===== config.mk =====
export PLATFORM = sky130hd
export DESIGN_NAME = wall_hit_cmp
export DESIGN_NICKNAME = d
export VERILOG_FILES = /design/src/rtl/wall_pkg.sv /design/src/rtl/wall_hit_cmp.sv
export SDC_FILE = /design/constraint.sdc
export NUM_CORES = 1
export LEC_CHECK = 0
export CAP_MARGIN = 20
export CORE_UTILIZATION = 41
export DETAILED_ROUTE_END_ITERATION = 8
export PLACE_DENSITY = 0.84
export SYNTH_ARGS = -nofsm -noshare
export SYNTH_HDL_FRONTEND = slang
export SYNTH_SLANG_ARGS = --single-unit

===== constraint.sdc =====
create_clock -name vclk -period 1.9
set_input_delay 0.285 -clock vclk [all_inputs]
set_output_delay 0.285 -clock vclk [all_outputs]
set_load 0.1 [all_outputs]

===== src/rtl/wall_pkg.sv =====
// Shared wall definitions: screen limits, wall position payload, scan FSM states.
package wall_pkg;

  localparam logic [9:0] SCREEN_MAX_X = 10'd640;
  localparam logic [9:0] SCREEN_MAX_Y = 10'd480;

  typedef struct packed {
    logic [9:0] x;
    logic [9:0] y;
  } wall_pos_t;

  typedef enum logic [1:0] {
    IDLE,
    SCAN,
    RESP
  } wall_scan_state_t;

  // True when a wall's top-left corner lies on the visible screen
  function automatic logic wall_on_screen(input wall_pos_t p);
    return (p.x < SCREEN_MAX_X) && (p.y < SCREEN_MAX_Y);
  endfunction

endpackage


===== src/rtl/wall_hit_cmp.sv =====
// Combinational rectangle-contains-point test; 11-bit math so wx+WALL_W never wraps.
module wall_hit_cmp
  import wall_pkg::*;
#(
  parameter int unsigned WALL_W = 16,
  parameter int unsigned WALL_H = 16
) (
  input  wall_pos_t wall,
  input  wall_pos_t pt,
  output logic      hit_c
);

  logic [10:0] px, py, wx, wy;

  // Widen to 11 bits and compare against both rectangle edges
  always_comb begin
    px    = {1'b0, pt.x};
    py    = {1'b0, pt.y};
    wx    = {1'b0, wall.x};
    wy    = {1'b0, wall.y};
    hit_c = (px >= wx) && (px < wx + 11'(WALL_W)) &&
            (py >= wy) && (py < wy + 11'(WALL_H));
  end

endmodule


==> summary.md <==
| Metric | Value |
|---|---|
| Outcome | `finished, violations left` |
| Failing checks | `negative setup slack` |
| Arrival time worst endpoint | `roughly 2300 ps` |
| Critical path cell sequence | `buf_8, ha_4, nand3_2, xnor2_2, ha_1, a21o_1, a21o_1, nor4b_4, a21oi_2, nor4_4, buf_12` |
| Startpoint types | `input port` |
| Die W | `50.35 µm` |
| Ant. Diodes | `0` |
| Critical path startpoint | `wall[5]` |
| WP buf/inv | `2` |
| Leak pwr | `0.0008804 µW` |
| Number of routed nets with antenna violations | `0` |
| Max IR drop VDD | `0.0001567 V` |
| Most used cell, CP | `a21o_1` |
| Non-filler instance count after layout | `222` |
| Worst-margin pin slew | `322.8 ps` |
| Hold Path Class | `in -> out` |
| Number of sequential cells | `0` |
| Mapped Area | `about 960 µm²` |
| Gpl congestion | `0.8147` |
| WS Path Type | `in -> out` |
| Initial Util | `0.4333` |
| Max Cap Viol | `0` |
| Vias | `approximately 1,200` |
| # nets final | `270` |
| Syn_area_per_cell | `around 7.7 µm²` |
| Routed wire length | `3182 µm` |
| WL/cell | `14.33 µm` |
| CP endpoint kind | `output pin` |
| DIE HEIGHT | `about 50 µm` |
| Grt ovf | `0` |
| Largest net degree at the start of global routing | `5` |
| Synth Warn # | `0` |
| Crit path to | `hit_c` |
| Fin. Hold Viols | `0` |
| Worst path depth | `11` |
| Global-route wire length before repair | `5306 µm` |
| Worst-path maximum fanout | `2` |
| Placed Cells | `216` |
| Global Route Usage Sum | `0.2687` |
| Fmax | `0.3947 GHz` |
| Synth cell types | `25` |
| Combinational family with the most area after synthesis | `adder cells` |
| Area Growth Syn to Fin | `78.59%` |
| Hold path startpoint | `wall[19]` |
| Slew headroom | `0.7832` |
| Fin. max-slew vios | `0` |
| Simple-Gate Fraction of Synth Area | `0.1775` |
| Final setup fails | `1` |
| Top cell family by delay on the critical path | `simple AND/OR/NAND/NOR gates` |
| Multiplexer share of the synthesized area | `0` |
| Top-level I/O count | `41` |
| Vias/cell | `5.527` |
| Initial DRC Count | `15` |
| Slowest cell on the critical path | `ha_1` |
| Synth Area in XOR/XNOR | `0.07311` |
| Hpwl dp | `2458 µm` |
| Antenna violations before repair | `0` |
| Register area | `0 µm²` |
| Critical Path RT | `about 1600 ps` |
| Drt pass-1 iters | `4` |
| Post-Syn Instances | `125` |
| Core area | `2212 µm²` |
| Syn nets | `199` |
| Final core occ | `0.7738` |
| Crit share post-route | `1.334` |
| Ratio of cells with drive above 1 in the final layout | `0.2938` |
| Vias in the first global route | `1,299` |
| Clock buffers | `0` |
| Seq/Total Area, Yosys | `0` |
| CP max stage delay | `290 ps` |
| Die area | `2535 µm²` |
| Drc violations | `0` |
| Port Buffer Count | `41` |
| RSZ-0062 raised after global routing | `yes` |
| Post-synthesis adder-cell area fraction | `0.4439` |
| Synth Area in Compound Gates | `0.2154` |
| Post-layout min period | `2534 ps` |
| PwrDens | `251.0 nW/µm²` |
| Row cnt | `17` |
| Final worst setup slack | `-633.7 ps` |
through the flow:
stage | hold slack (ps) | instance area [µm²] | TNS [ps] | total power, µW | setup WS [ps]
finish | 1409 | 1712 | -633.7 | 429.6 | -633.7
global route | 1441 | 1712 | -708.9 | 472.4 | -708.9
CTS | 1381 | 1690 | -564.7 | 409.8 | -564.7
detailed placement | 1558 | 1609 | -1115 | 381.9 | -1115
global placement | 1553 | 1609 | -1039 | 361.2 | -1039
floorplan | 973.0 | 988.4 | -1018 | 187.5 | -1018
synth_stat cells:
master,instances,area share
o211ai_1,3,0.023
nor4_2,1,0.013
nand2_1,5,0.020
a211oi_1,1,0.0078
a41o_1,1,0.010
o21a_1,2,0.016
nor4b_2,1,0.016
nand3_1,8,0.042
a21o_1,4,0.031
a31oi_1,2,0.013
o2111a_1,1,0.012
inv_1,23,0.090
o221ai_1,1,0.0091
xnor2_1,8,0.073
nand4_1,2,0.013
nor2_1,1,0.0039
and4_1,1,0.0091
a21oi_1,9,0.047
and3_1,2,0.013
nor2b_1,4,0.026
a221oi_1,1,0.0091
nand2b_1,2,0.013
and3b_1,1,0.0091
o21ai_0,7,0.037
ha_1,34,0.44
worst min path at each step:
| stage | end | slack, ps | cells past startpoint |
|---|---|---|---|
| floorplan | hit_c | 970 | 4 |
| global placement | hit_c | 1550 | 6 |
| detailed placement | hit_c | 1560 | 6 |
| CTS | hit_c | 1380 | 6 |
| global route | hit_c | 1440 | 6 |
| finish | hit_c | 1410 | 6 |
what timing repair did:
action,in CTS,in global routing
resized for setup,61,4
hold buffers,0,0
endpoints found under the setup margin,1,1
gates cloned,0,0
buffers inserted,6,0
pin swaps,29,5
final cells by class:
type / instances / area (µm²)
Tap cell: 28 / 35.03
Fill cell: 158 / 500.5
Timing Repair Buffer: 69 / 600.6
Multi-Input combinational cell: 102 / 989.7
Inverter: 23 / 86.33
layer usage:
layer	track usage	wire, µm	share of wire
met3	0.03939	128	0.040
met2	0.5378	1711	0.54
met4	0.1343	163	0.051
met1	0.2595	1178	0.37
met5	0	0	0
logic make-up after synthesis:
group,after synthesis
XOR/XNOR,8
adder cells (fa/ha/maj),34
AND/OR/NAND/NOR,28
buffers and inverters,23
AO/OA/AOI/OAI,32
layout by cell type (no fill, tap or decap), types with 2 or more instances in the layout:
cell,synthesis,layout
clkdlybuf4s50_1,0,25
nand2b_1,2,2
a21o_1,4,4
nand4_1,2,2
a31oi_1,2,2
nand2_1,5,5
ha_1,34,32
inv_2,0,2
inv_1,23,21
buf_4,0,28
nand3_1,8,4
a21oi_1,9,7
o211ai_1,3,3
and3_4,0,2
nand3_2,0,3
dlygate4sd2_1,0,6
a21oi_2,0,2
buf_2,0,6
o21ai_0,7,4
xnor2_1,8,5
ha_4,0,2
xnor2_2,0,3
nor2b_1,4,4
o21ai_1,0,3
o21a_1,2,2
power by group:
part	internal, µW	switching [µW]	total (µW)
Clock	0	0	0
Sequential	0	0	0
Combinational	240	189	430
Total	240	189	430
No activity file was read; power rests on OpenSTA's default activity.
